<file path="src/rtl/camera_frame_grabber.sv">
// camera_frame_grabber
//   OV7670 frame-capture engine. Bytes arriving on din while camera_h_ref is
//   high are paired into 16-bit RGB565 pixels (high byte first). Each pixel is
//   optionally converted to RGB444, decimated by 1, 2 or 4 in both axes, and
//   written to a frame buffer at sequential word addresses.
//
// Ports (all synchronous to pclk except rst_n):
//   pclk, rst_n              clock, asynchronous active-low reset
//   camera_v_sync            high = vertical blanking / frame boundary
//   camera_h_ref             high = valid byte on din
//   din                      camera byte, high byte first
//   start, abort             one-cycle arm / cancel requests
//   continuous, decim        capture mode, sampled when start is accepted
//   addr, dout, wr_en        frame-buffer write port (registered)
//   busy                     high in ARM and CAPTURE
//   done                     frame complete: level (single-shot) or pulse (continuous)
//   frame_cnt                completed frames, wraps
//   overflow, sync_err       sticky status, cleared by an accepted start
module camera_frame_grabber #(
  parameter int ADDR_WIDTH    = 17,
  parameter int PIX_WIDTH     = 12,
  parameter int DATA_IN_WIDTH = 8,
  parameter int CNT_WIDTH     = 10,
  parameter int FCNT_WIDTH    = 8
) (
  input  logic                     pclk,
  input  logic                     rst_n,
  input  logic                     camera_v_sync,
  input  logic                     camera_h_ref,
  input  logic [DATA_IN_WIDTH-1:0] din,
  input  logic                     start,
  input  logic                     abort,
  input  logic                     continuous,
  input  logic [1:0]               decim,
  output logic [ADDR_WIDTH-1:0]    addr,
  output logic [PIX_WIDTH-1:0]     dout,
  output logic                     wr_en,
  output logic                     busy,
  output logic                     done,
  output logic [FCNT_WIDTH-1:0]    frame_cnt,
  output logic                     overflow,
  output logic                     sync_err
);

  typedef enum logic [1:0] {S_IDLE, S_ARM, S_CAPTURE} state_e;

  state_e state_q, state_d;

  logic                     vs_q;
  logic                     seen_vs_q;
  logic                     cont_q;
  logic [1:0]               decim_q;
  logic                     done_q;
  logic [FCNT_WIDTH-1:0]    fcnt_q;
  logic                     ovf_q;
  logic                     serr_q;

  logic                     phase_q;
  logic                     href_q;
  logic [DATA_IN_WIDTH-1:0] hi_q;
  logic [CNT_WIDTH-1:0]     x_q;
  logic [CNT_WIDTH-1:0]     y_q;
  logic [PIX_WIDTH-1:0]     pix_q;
  logic                     pix_vld_q;
  logic [ADDR_WIDTH-1:0]    ptr_q;
  logic                     full_q;
  logic [ADDR_WIDTH-1:0]    addr_q;
  logic [PIX_WIDTH-1:0]     dout_q;
  logic                     wr_en_q;

  logic                     start_acc;
  logic                     vs_rise;
  logic                     arm_go;
  logic                     frame_end;
  logic                     cap_ok;
  logic                     keep;
  logic                     ovf_set;
  logic                     serr_set;
  logic [CNT_WIDTH-1:0]     mask;
  logic [15:0]              pix_w;
  logic [PIX_WIDTH-1:0]     pix_fmt;
  logic                     unused_bits;

  // abort has priority over start, so start+abort in IDLE stays in IDLE
  assign start_acc = start && !abort && (state_q == S_IDLE);
  assign vs_rise   = camera_v_sync && !vs_q;
  assign arm_go    = (state_q == S_ARM) && !abort && seen_vs_q && !camera_v_sync;
  assign frame_end = (state_q == S_CAPTURE) && !abort && vs_rise;
  assign cap_ok    = (state_q == S_CAPTURE) && !abort && !camera_v_sync;

  assign pix_w = 16'({hi_q, din});

  generate
    if (PIX_WIDTH == 12) begin : g_rgb444
      assign pix_fmt     = {pix_w[15:12], pix_w[10:7], pix_w[4:1]};
      assign unused_bits = ^{pix_w[11], pix_w[6:5], pix_w[0]};
    end else begin : g_rgb565
      assign pix_fmt     = pix_w[PIX_WIDTH-1:0];
      assign unused_bits = 1'b0;
    end
  endgenerate

  always_comb begin
    mask = '0;
    case (decim_q)
      2'd0:    mask = '0;
      2'd1:    mask = CNT_WIDTH'(1);
      default: mask = CNT_WIDTH'(3);
    endcase
  end

  assign keep     = ((x_q & mask) == '0) && ((y_q & mask) == '0);
  assign ovf_set  = cap_ok && pix_vld_q && full_q;
  assign serr_set = cap_ok && !camera_h_ref && phase_q;

  // FSM: state register
  always_ff @(posedge pclk or negedge rst_n) begin
    if (!rst_n) state_q <= S_IDLE;
    else        state_q <= state_d;
  end

  // FSM: next state
  always_comb begin
    state_d = state_q;
    case (state_q)
      S_IDLE:    if (start_acc) state_d = S_ARM;
      S_ARM: begin
        if (abort)       state_d = S_IDLE;
        else if (arm_go) state_d = S_CAPTURE;
      end
      S_CAPTURE: begin
        if (abort)          state_d = S_IDLE;
        else if (frame_end) state_d = cont_q ? S_ARM : S_IDLE;
      end
      default:   state_d = S_IDLE;
    endcase
  end

  // FSM: outputs
  always_comb begin
    busy = (state_q != S_IDLE);
  end

  // Control and status. Re-arming from CAPTURE counts the terminating v_sync
  // as the blanking cycle, so a short v_sync pulse still re-arms cleanly.
  always_ff @(posedge pclk or negedge rst_n) begin
    if (!rst_n) begin
      vs_q      <= 1'b0;
      seen_vs_q <= 1'b0;
      cont_q    <= 1'b0;
      decim_q   <= 2'd0;
      done_q    <= 1'b0;
      fcnt_q    <= '0;
      ovf_q     <= 1'b0;
      serr_q    <= 1'b0;
    end else begin
      vs_q      <= camera_v_sync;
      seen_vs_q <= (state_d == S_ARM) &&
                   (((state_q == S_ARM) && (seen_vs_q || camera_v_sync)) ||
                    (state_q == S_CAPTURE));
      if (start_acc) begin
        cont_q  <= continuous;
        decim_q <= (decim == 2'd3) ? 2'd2 : decim;
      end
      if (start_acc)      done_q <= 1'b0;
      else if (frame_end) done_q <= 1'b1;
      else if (cont_q)    done_q <= 1'b0;
      if (frame_end) fcnt_q <= fcnt_q + 1'b1;
      if (start_acc)    ovf_q <= 1'b0;
      else if (ovf_set) ovf_q <= 1'b1;
      if (start_acc)     serr_q <= 1'b0;
      else if (serr_set) serr_q <= 1'b1;
    end
  end

  // Capture datapath: stage 1 pairs bytes into a pixel and applies the keep
  // rule; stage 2 assigns the address and drives the write port.
  always_ff @(posedge pclk or negedge rst_n) begin
    if (!rst_n) begin
      phase_q   <= 1'b0;
      href_q    <= 1'b0;
      hi_q      <= '0;
      x_q       <= '0;
      y_q       <= '0;
      pix_q     <= '0;
      pix_vld_q <= 1'b0;
      ptr_q     <= '0;
      full_q    <= 1'b0;
      addr_q    <= '0;
      dout_q    <= '0;
      wr_en_q   <= 1'b0;
    end else begin
      wr_en_q   <= 1'b0;
      pix_vld_q <= 1'b0;
      if (arm_go) begin
        phase_q <= 1'b0;
        href_q  <= 1'b0;
        x_q     <= '0;
        y_q     <= '0;
        ptr_q   <= '0;
        full_q  <= 1'b0;
        addr_q  <= '0;
      end else if (cap_ok) begin
        href_q <= camera_h_ref;
        if (camera_h_ref) begin
          if (!phase_q) begin
            hi_q    <= din;
            phase_q <= 1'b1;
          end else begin
            phase_q   <= 1'b0;
            pix_q     <= pix_fmt;
            pix_vld_q <= keep;
            if (x_q != '1) x_q <= x_q + 1'b1;
          end
        end else begin
          // an orphan high byte is simply dropped here
          phase_q <= 1'b0;
          if (href_q) begin
            x_q <= '0;
            if (y_q != '1) y_q <= y_q + 1'b1;
          end
        end
        if (pix_vld_q && !full_q) begin
          wr_en_q <= 1'b1;
          addr_q  <= ptr_q;
          dout_q  <= pix_q;
          if (ptr_q == '1) full_q <= 1'b1;
          else             ptr_q  <= ptr_q + 1'b1;
        end
      end else begin
        phase_q <= 1'b0;
        href_q  <= 1'b0;
      end
    end
  end

  assign addr      = addr_q;
  assign dout      = dout_q;
  assign wr_en     = wr_en_q;
  assign done      = done_q;
  assign frame_cnt = fcnt_q;
  assign overflow  = ovf_q;
  assign sync_err  = serr_q;

endmodule
</file>
<file path="config.mk">
export PLATFORM = sky130hd
export DESIGN_NAME = camera_frame_grabber
export DESIGN_NICKNAME = d
export VERILOG_FILES = /design/src/rtl/camera_frame_grabber.sv
export SDC_FILE = /design/constraint.sdc
export NUM_CORES = 1
export LEC_CHECK = 0
export BUFFER_PORTS_ARGS = -buffer_cell sky130_fd_sc_hd__clkbuf_2
export CAP_MARGIN = 5
export CORE_MARGIN = 2
export CORE_UTILIZATION = 58
export DETAILED_ROUTE_END_ITERATION = 7
export GPL_ROUTABILITY_DRIVEN = 0
export PLACE_DENSITY = 0.91
export SYNTH_ARGS = -nofsm -noshare
export SYNTH_HDL_FRONTEND = slang
export SYNTH_SLANG_ARGS = --single-unit
</file>
<file path="constraint.sdc">
create_clock -name pclk -period 4.19 [get_ports pclk]
set_input_delay 0.6285 -clock pclk [delete_from_list [all_inputs] [get_ports pclk]]
set_output_delay 0.6285 -clock pclk [all_outputs]
set_load 0.05 [all_outputs]
</file>
==> metrics, run 1 <==
top_reg_cell synth=dfrtp_1; overflow left after global routing=0; share of async-settable or async-resettable flops after synthesis=100%; remaining antenna violation count=0; worst slack on hold paths=0.410 ns; area used by multi-input combinational logic=0.00197 mm2; layout filler cell count=596; full die area=0.00902 mm2; Worst Max-Slew Pin Slew=0.989 ns; MaxCap Viol Count=0; clock network latency to the later pin of the worst-skew pair=0.37 ns; arrival time at the worst endpoint=3.29 ns; ordered cell list for the critical path=and4_1 > nand4_1 > nor3_1 > ha_1 > or3b_2 > or3_4 > or4_1 > a21oi_1; required time of the worst setup path=4.48 ns; adder-cell share of the synthesized area=1.30%; Detailed Route Iter0 Violations=189; critical path capture point type=register; syn avg cell area=10.7 um2; total negative setup slack=0 ns; Setup Crit Path Kind=reg2reg; Critical R2R Launch=ptr_q[4]; crit start category=register; number of setup buffers added after CTS=0; final wirelength=9.90 mm; routed vias=3596; part of the cycle the worst path needs=71.6%; Gate Count Post-Synth=448; post_cts resized=0; number of inserted diodes=0; Num Clock Sinks=108; share of the core filled with cells=66.4%; number of top-level pins=59; most area-hungry cell type in the Yosys netlist=dfrtp_1; relative slew slack=34.1%; number of nets at the end of the flow=528; Core Rows=33; clock root buffer=clkbuf_8; Crit Reg-Reg Endpoint=ptr_q[11]; biggest area contributors in the synthesized netlist=dfrtp_1 56%, mux2_2 7.7%, nand2_1 4.6%, o21ai_0 3.3%, a21oi_1 2.4%; Die Y-Extent=95.0 um; number of global-route vias before repair=3678; number of buffers on the longest clock path=2; Synth Register Bits=108; maximum fanout encountered on the critical timing path=13; count of H-tree levels built during CTS=3; highest ir drop seen on vdd=0.000230 V; Netlist cell types=47; XOR/XNOR Fraction of Synth Area=2.37%; power density cells=340 mW/mm2; depth of the worst register-to-register path=8; first-pass iteration count of the detailed router=4; routed len/inst=16.1 um; initial core utilization=59.0%; multiplexer share of the synthesized area=8.36%; cell types with the highest counts after synthesis=108 x dfrtp_1, 59 x nand2_1, 33 x mux2_2, 32 x o21ai_0, 23 x a21oi_1; unrepaired setup endpoints after global routing=no; area share of the largest cell type after synthesis=56.3%; Vias per Instance=5.85; port bufs=58; Synth warnings=0; sequential area share after synthesis=56.3%; clock input transition at the sequential cells of the worst setup and hold paths=0.10 ns; layout cell share with drive strength beyond 1=23.9%; compound-cell area share of the yosys netlist=10.6%; Post-CTS Hold Buffers=0; Reg area=0.00270 mm2; Setup Skew=0.0151 ns; global-route wire length before repair=16.9 mm; synthesis-to-layout area growth=12.5%; status=completed; path type of the worst min-delay path=in2async; most frequent cell after synthesis=dfrtp_1; Final Max Slew Viols=0; antenna violations before repair=0; Post-synth EDFFs=0; maximum cell stage delay along the critical path=0.51 ns; leakage power=0.00253 uW; Min Clock Period, post-route=3.00 ns; total setup violations reported at the end of the flow=0; reg2reg setup slack=1.19 ns; core area=0.00813 mm2; master of the slowest instance on the critical path=or3b_2; Syn Std Cell Area=0.00480 mm2; DRC violations left=0; highest clock frequency the design can meet=333 MHz; Overall Global Routing Usage=24.1%; area share of and/or/nand/nor cells after synthesis=18.2%; dominant combinational cell family by area after synthesis=simple AND/OR/NAND/NOR gates; die width=95.0 um; net count after synthesis=470; Final Hold Violating Endpoints=0; CTS buffer count=9; pin count of the biggest net entering global routing=82; TritonCTS clock tree=yes; dpl hpwl=6.96 mm
## cells in the final DEF, fill, tap and decap left out, types with 3 or more instances in the layout
| cell | synthesis | layout |
|---|---|---|
| a31oi_1 | 14 | 14 |
| nor4_1 | 5 | 5 |
| clkbuf_2 | 0 | 57 |
| nand3_1 | 21 | 21 |
| xor2_1 | 4 | 4 |
| and3_1 | 4 | 4 |
| or3_1 | 8 | 8 |
| and2_1 | 3 | 3 |
| mux2_2 | 33 | 33 |
| a21oi_1 | 23 | 23 |
| nand2b_1 | 6 | 6 |
| mux2i_1 | 3 | 3 |
| xnor2_1 | 9 | 9 |
| nand2_1 | 59 | 59 |
| or4_1 | 8 | 8 |
| ha_1 | 5 | 5 |
| o21ai_0 | 32 | 32 |
| nand4_1 | 6 | 6 |
| nor3_1 | 6 | 6 |
| nor2b_1 | 4 | 4 |
| dfrtp_1 | 108 | 108 |
| or2_2 | 4 | 4 |
| inv_1 | 12 | 12 |
| clkbuf_8 | 0 | 9 |
| nor2_1 | 20 | 20 |
| o31ai_1 | 8 | 8 |
| buf_4 | 0 | 9 |
## sequential cells by signal, summed over array words and instances, names as in the netlist, 2 cells and up
| signal | count |
|---|---|
| dout | 12 |
| hi_q | 7 |
| frame_cnt | 8 |
| y_q | 10 |
| ptr_q | 17 |
| addr | 17 |
| pix_q | 12 |
| state_q | 2 |
| x_q | 10 |
| decim_q | 2 |
## final cells by class
type / instances / share of cell area, %
clock buffers: 11 / 2.43
repair buffers: 66 / 6.53
well taps: 105 / 2.43
inverters: 12 / 0.834
clock inverters: 4 / 1.39
flip-flops and latches: 108 / 50.0
multi-input cells: 309 / 36.4
## power breakdown
group | switching (uW) | internal [uW] | leakage, uW
logic | 61.9 | 31.0 | 0.000955
clock network | 336 | 334 | 0.0000956
registers | 17.0 | 1060 | 0.00148
## metal layers
metal  vias to the layer above  GRT usage [%]  part of all wire [%]
met5                         -              0                     0
met4                         0           6.88                   1.5
met3                        15           6.30                   5.4
met2                       107           42.6                    51
met1                      1759           29.1                    42
li1                       1715              -                     -
## cells by family after synthesis
kind of cell,count (synthesis)
adders and majority gates,5
AOI/OAI and AO/OA,88
xor gates and xnor gates,13
DFF,108
muxes,36
and+or+nand+nor,167
buffers and inverters,31
## stage by stage
step | area [um2] | total power, uW | setup WS (ns) | cells
after floorplan | 4800 | 1140 | 1.30 | 448
after global placement | 5200 | 1180 | 1.37 | 600
after detailed placement | 5200 | 1190 | 1.23 | 600
after CTS | 5400 | 1850 | 1.21 | 615
after global routing | 5400 | 1910 | 1.03 | 615
final | 5400 | 1840 | 1.19 | 615
## worst max-delay path: cells and delay by family, from the launching register on
| family | cells | cell delay (ns) |
|---|---|---|
| flip-flops | 1 | 0.44 |
| AND/OR/NAND/NOR | 6 | 2.10 |
| AO/OA/AOI/OAI | 1 | 0.16 |
| adder cells (fa/ha/maj) | 1 | 0.23 |
## worst max-delay path by stage
| stage | endpoint | slack (ns) | depth (start not counted) | start |
|---|---|---|---|---|
| floorplan | ptr_q[15] | 1.30 | 10 | ptr_q[4] |
| global placement | ptr_q[11] | 1.37 | 8 | ptr_q[4] |
| detailed placement | ptr_q[15] | 1.23 | 8 | ptr_q[4] |
| CTS | ptr_q[11] | 1.21 | 8 | ptr_q[4] |
| global route | ptr_q[11] | 1.03 | 8 | ptr_q[3] |
| finish | ptr_q[11] | 1.19 | 8 | ptr_q[4] |
Note: power is estimated with default switching activity, not from simulation.
==> inputs of run 2 (changes only) <==
- ABC_AREA: unset -> 1
- CORE_UTILIZATION: 58 -> 59
- clock period: 4.19 -> 3.04 ns (I/O delays scaled with it)
==> run 2 against run 1 <==
Non-clock buffer count decreased by 7; die area increased by 9.6%; sequential power increased by 43%; maximum frequency rose by 32%; synthesized cell count grew 47%; critical path type unchanged.
==> metrics, run 2 <==
status=completed; Num Clock Sinks=108 (unchanged); number of global-route vias before repair=4435 (+21%); biggest area contributors in the synthesized netlist=dfrtp_1 50%, nand2_1 14%, nand3_1 5.3%, inv_1 4.4%, nor2_1 3.9%; overflow left after global routing=0 (unchanged); relative slew slack=44.9% (+11 points); XOR/XNOR Fraction of Synth Area=1.14% (-1.2 points); met2 layer usage reported by global route=42.5% (-0.097 points); Most Frequent Cell on Critical Path=nand2_1; Vias per Instance=5.56 (-4.9%); Setup Crit Path Kind=reg2reg; Synth warnings=0 (unchanged); clock input transition at the sequential cells of the worst setup and hold paths=0.12 ns (+0.02 ns); total setup violations reported at the end of the flow=0 (unchanged); layout filler cell count=697 (+17%); part of the cycle the worst path needs=74.7% (+3.1 points); required time of the worst setup path=3.33 ns (-1.15 ns); fraction of met3 tracks used by global routing=4.29% (-2.0 points); net count after synthesis=679 (+44%); Worst Max-Slew Pin Slew=0.823 ns (-0.165 ns); Core Rows=34 (+3.0%); highest ir drop seen on vdd=0.000323 V (+41%); most area-hungry cell type in the Yosys netlist=dfrtp_1; post-route design area=0.00592 mm2 (+9.6%); area share of and/or/nand/nor cells after synthesis=30.9% (+13 points); share of async-settable or async-resettable flops after synthesis=100% (unchanged); compound-cell area share of the yosys netlist=9.64% (-0.97 points); maximum fanout encountered on the critical timing path=15 (+2); dominant combinational cell family by area after synthesis=simple AND/OR/NAND/NOR gates; most frequent cell after synthesis=nand2_1; number of nets at the end of the flow=733 (+39%); power density cells=473 mW/mm2 (+39%); highest clock frequency the design can meet=441 MHz (+32%); Final Hold Violating Endpoints=0 (unchanged); crit start category=register; full die area=0.00989 mm2 (+9.6%); DRC violations left=0 (unchanged); syn avg cell area=8.18 um2 (-24%); Post-synth EDFFs=0 (unchanged); synthesis-to-layout area growth=10.2%; layout cell share with drive strength beyond 1=18.0% (-5.9 points); number of setup buffers added after CTS=0 (unchanged); top_reg_cell synth=dfrtp_1; most frequent cells in the layout=197 x nand2_1, 108 x dfrtp_1, 63 x inv_1; TritonCTS clock tree=yes; leakage power=0.00305 uW (+21%); path type of the worst min-delay path=in2async; MaxCap Viol Count=0 (unchanged); Synth Register Bits=108 (unchanged); placement-stage cell area=0.00571 mm2 (+9.9%); Final Max Slew Viols=0 (unchanged); total negative setup slack=0 ns (unchanged); arrival time at the worst endpoint=2.56 ns (-0.73 ns); global-route wire length before repair=19.9 mm (+17%); Placed Instances=808 (+35%); Netlist cell types=35 (-26%); number of inserted diodes=0 (unchanged); post_cts resized=0 (unchanged); Detailed Route Iter0 Violations=268 (+42%); remaining antenna violation count=0 (unchanged); dpl hpwl=8.01 mm (+15%); number of buffers on the longest clock path=2 (unchanged); Syn Std Cell Area=0.00537 mm2 (+12%); pin count of the biggest net entering global routing=67 (-18%); leading cell type in the layout, fill and taps excluded=nand2_1; core area=0.00876 mm2 (+7.7%); antenna violations before repair=0 (unchanged); area share of the largest cell type after synthesis=50.3% (-6.0 points); critical path capture point type=register; final wirelength=11.5 mm (+16%); cell types with the highest counts after synthesis=197 x nand2_1, 108 x dfrtp_1, 63 x inv_1, 57 x nand3_1, 56 x nor2_1; count of H-tree levels built during CTS=3 (unchanged); sequential area share after synthesis=50.3% (-6.0 points); routed vias=4583 (+27%); die width=99.4 um (+4.7%); port bufs=58 (unchanged); routed len/inst=14.0 um (-13%); Gate Count Post-Synth=657 (+47%); multiplexer share of the synthesized area=0% (-8.4 points); Post-CTS Hold Buffers=0 (unchanged); ordered cell list for the critical path=ha_1 > nand2_1 > nor2_1 > nand2_1 > nor4_1 > ha_1 > nor2_4 > nor2_4 > nand2_1 > o21ai_1; number of top-level pins=59 (unchanged); CTS buffer count=9 (unchanged); gate family responsible for the most delay along the worst path=simple AND/OR/NAND/NOR gates; maximum cell stage delay along the critical path=0.41 ns (-0.10 ns); Setup Skew=0.0139 ns (-0.00123 ns); busiest layer in global routing=met2; initial core utilization=61.3% (+2.3 points); Die Y-Extent=99.4 um (+4.7%); WP buf/inv=0 (unchanged); clock network latency to the later pin of the worst-skew pair=0.39 ns (+0.02 ns); adder-cell share of the synthesized area=1.16% (-0.14 points); Min Clock Period, post-route=2.27 ns (-0.730 ns); unrepaired setup endpoints after global routing=no; master of the slowest instance on the critical path=dfrtp_1; clock root buffer=clkbuf_8; Overall Global Routing Usage=24.6% (+0.48 points); final standard cell count with taps included and fillers excluded=824 (+34%); first-pass iteration count of the detailed router=5 (+1); global routing usage on met1=31.4% (+2.3 points)
## run 2: cell count changes after synthesis, sizes merged, moves of 33 or more
cell,delta
nand2,+147
inv,+57
nor2,+49
nand3,+39
o21ai,+38
mux2,-33
## run 2: final cells by class
cell class                      count  area [um2]  area share [%]
Tap cell                          108         135            2.28
Clock inverter                      7        85.1            1.44
Sequential cell                   108        2700            45.6
Inverter                           69         259            4.37
Multi-Input combinational cell    464        2300            38.9
Timing Repair Buffer               59         313            5.28
Clock buffer                        9         124            2.09
## run 2: worst register-to-register path, stage by stage, from the launching register on
cell,delay (ns)
dfrtp_1,0.41
ha_1,0.24
nand2_1,0.10
nor2_1,0.20
nand2_1,0.10
nor4_1,0.27
ha_1,0.31
nor2_4,0.13
nor2_4,0.24
nand2_1,0.09
o21ai_1,0.12
## run 2: stage by stage
step / util, % / hold slack, ns / power (uW) / worst slack (ns)
after floorplan: - / 0.160 / 1800 / 1.18
after global placement: 65.2 / 0.451 / 1900 / 0.963
after detailed placement: 65.2 / 0.458 / 1920 / 0.872
after CTS: 67.6 / 0.0700 / 2800 / 0.786
after global routing: 67.6 / 0.0918 / 2920 / 0.614
final: 67.6 / 0.0433 / 2800 / 0.770
## run 2: cell families (layout without fill, tap and decap cells)
group	Yosys count	count (layout)
simple gates	367	367
compound gates	85	85
xor+xnor	7	7
fa+ha+maj	5	5
buf+inv	85	144
flops	108	108
## run 2: report_power, final
| group | total [uW] | internal, uW | switching (uW) |
|---|---|---|---|
| clock | 900 | 335 | 565 |
| sequential | 1540 | 1490 | 52.4 |
| combinational | 361 | 97.3 | 263 |
| total | 2800 | 1920 | 880 |
## run 2: worst paths after layout
path                       slack, ns         to     startpoint  cells after the start
max reg2reg                     0.77  ptr_q[12]       ptr_q[1]                     10
max in group asynchronous       2.25     x_q[0]          rst_n                      2
min in group pclk               0.23       vs_q  camera_v_sync                      1
min                             0.04    addr[4]          rst_n                      1
max                             0.77  ptr_q[12]       ptr_q[1]                     10
min reg2reg                     0.47    dout[8]       pix_q[8]                      2
## run 2: layer usage
layer | vias up | wire (um)
met2 | 116 | 5900
met1 | 2218 | 4910
li1 | 2229 | -
met5 | - | 0
met4 | 0 | 192
met3 | 20 | 520
==> inputs of run 3 (changes only) <==
- clock period: 3.04 -> 2.2 ns (I/O delays scaled with it)
==> run 3 against run 2 <==
Sequential cell count unchanged; hold slack improved by 0.061 ns; maximum frequency increased by 6.5%; combinational power increased by 43%; critical path depth unchanged; cell area increased by 1.0%; die area unchanged; cell count increased by 0.97%; clock power increased by 32%; clock-buffer cell count increased by 1; setup slack got worse by 0.70 ns; largest power group unchanged; highest routed layer unchanged.
==> metrics, run 3 (synthesized netlist as in run 2, its figures left out) <==
routed vias=4672 (+1.9%); crit start category=register; Setup Crit Path Kind=reg2reg; Final Hold Violating Endpoints=0 (unchanged); total setup violations reported at the end of the flow=0 (unchanged); clock network latency to the later pin of the worst-skew pair=0.39 ns (about the same); highest clock frequency the design can meet=469 MHz (+6.5%); Placed Instances=813 (+0.62%); critical path capture point type=register; first-pass iteration count of the detailed router=5 (unchanged); power density cells=642 mW/mm2 (+36%); Critical Path Source=ptr_q[1]; synthesis-to-layout area growth=11.3%; number of nets at the end of the flow=741 (+1.1%); Detailed Route Iter0 Violations=269 (+0.37%); Setup Skew=0.0109 ns (-0.00298 ns); clock root buffer=clkbuf_8; clock share of power=31.1% (-1.0 points); core area=0.00876 mm2 (unchanged); total negative setup slack=0 ns (unchanged); pin count of the biggest net entering global routing=46 (-31%); total net switching power=1180 uW (+34%); sequential group share of total power=55.4% (+0.4 points); port bufs=58 (unchanged); internal power contribution=2660 uW (+39%); startpoint of the most critical hold path=camera_v_sync; global-route wire length before repair=20.3 mm (+2.2%); Vias per Instance=5.62 (+0.96%); Core Rows=34 (unchanged); highest ir drop seen on vdd=0.000344 V (+6.7%); share of the core filled with cells=68.2% (+0.69 points); fraction of power spent switching nets=30.7% (-0.73 points); Final Max Slew Viols=0 (unchanged); Critical R2R Launch=ptr_q[1]; number of global-route vias before repair=4619 (+4.1%); routed len/inst=13.9 um (-0.34%); DRC violations left=0 (unchanged); leading cell type in the layout, fill and taps excluded=nand2_1; reg2reg setup slack=0.07 ns (-0.70 ns); number of buffers on the longest clock path=2 (unchanged); required time of the worst setup path=2.52 ns (-0.81 ns); CTS buffer count=9 (unchanged); number of inserted diodes=0 (unchanged); leakage power=0.00308 uW (+0.93%); clock input transition at the sequential cells of the worst setup and hold paths=0.11 ns (about the same); most frequent cells in the layout=197 x nand2_1, 108 x dfrtp_1, 63 x inv_1; placement-stage cell area=0.00575 mm2 (+0.66%); TritonCTS clock tree=yes; layout cell share with drive strength beyond 1=19.2% (+1.2 points); final standard cell count with taps included and fillers excluded=832 (+0.97%); maximum fanout encountered on the critical timing path=16 (+1); initial core utilization=61.3% (unchanged); remaining antenna violation count=0 (unchanged); MaxCap Viol Count=0 (unchanged); part of the cycle the worst path needs=96.9% (+22 points); final wirelength=11.6 mm (+0.63%); Min Clock Period, post-route=2.13 ns (-0.139 ns); number of top-level pins=59 (unchanged); status=completed; Combinational Power Share=13.5% (+0.6 points); overflow left after global routing=0 (unchanged); die width=99.4 um (unchanged); count of H-tree levels built during CTS=3 (unchanged); arrival time at the worst endpoint=2.46 ns (-0.10 ns); full die area=0.00989 mm2 (unchanged); relative slew slack=62.1% (+17 points); Overall Global Routing Usage=25.4% (+0.84 points); path type of the worst min-delay path=in2reg; Die Y-Extent=99.4 um (unchanged); antenna violations before repair=0 (unchanged); Worst Max-Slew Pin Slew=0.568 ns (-0.255 ns); Num Clock Sinks=108 (unchanged); post-route design area=0.00598 mm2 (+1.0%); dpl hpwl=8.26 mm (+3.1%)
==> run 3: path summary, 6_finish.rpt <==
path / endpoint / cells after the start
worst max-delay path: ptr_q[13] / 10
worst min-delay path: vs_q / 1
worst max register to register: ptr_q[13] / 10
worst min register to register: dout[10] / 2
max in group asynchronous: vs_q / 3
min in group asynchronous: addr[3] / 2
==> run 3: area by class of cell <==
type	count	area [um2]
flip-flops and latches	108	2700
clock inverters	6	53.8
inverters	69	259
clock buffers	10	138
multi-input cells	465	2320
fillers	653	2780
repair buffers	66	368
well taps	108	135
==> run 3: worst max-delay path: stages, from the launching register on <==
cell,delay (ns)
dfrtp_1,0.42
ha_1,0.23
nand2_1,0.12
nor2_2,0.18
nand2_1,0.11
nor4_2,0.27
ha_2,0.30
nor2_4,0.12
nor2_4,0.18
nand2_1,0.08
nand2_1,0.06
==> run 3: power groups by stage <==
stage / clock network (uW) / logic, uW / registers (uW)
floorplan: 0 / 326 / 2160
detailed placement: 0 / 493 / 2160
global placement: 0 / 469 / 2160
global route: 1290 / 588 / 2140
CTS: 1200 / 506 / 2130
finish: 1190 / 517 / 2130
==> run 3: layer usage <==
layer	global-route usage (%)	part of all wire (%)	vias to the layer above	wire length, um
li1	-	-	2246	-
met1	31.9	41	2198	4730
met2	42.8	50	190	5810
met3	4.36	6.1	38	705
met4	12.4	3.0	0	342
met5	0	0	-	0
==> run 3: stage by stage <==
| stage | hold WS [ns] | worst slack (ns) | total power, uW |
|---|---|---|---|
| 2_1_floorplan | 0.0344 | 0.341 | 2480 |
| 3_3_place_gp | 0.352 | 0.215 | 2630 |
| 3_5_place_dp | 0.360 | 0.0132 | 2660 |
| 4_1_cts | 0.100 | 0.00334 | 3840 |
| 5_1_grt | 0.0970 | -0.0391 | 4020 |
| 6_report | 0.105 | 0.0691 | 3840 |
==> run 3: repair_timing <==
action	CTS	global route
endpoints found under the hold margin	42	0
hold buffers	1	0
pin swaps	1	1
setup endpoints to repair	7	16
cloned	1	0
buffers inserted	0	1
resized for setup	1	3
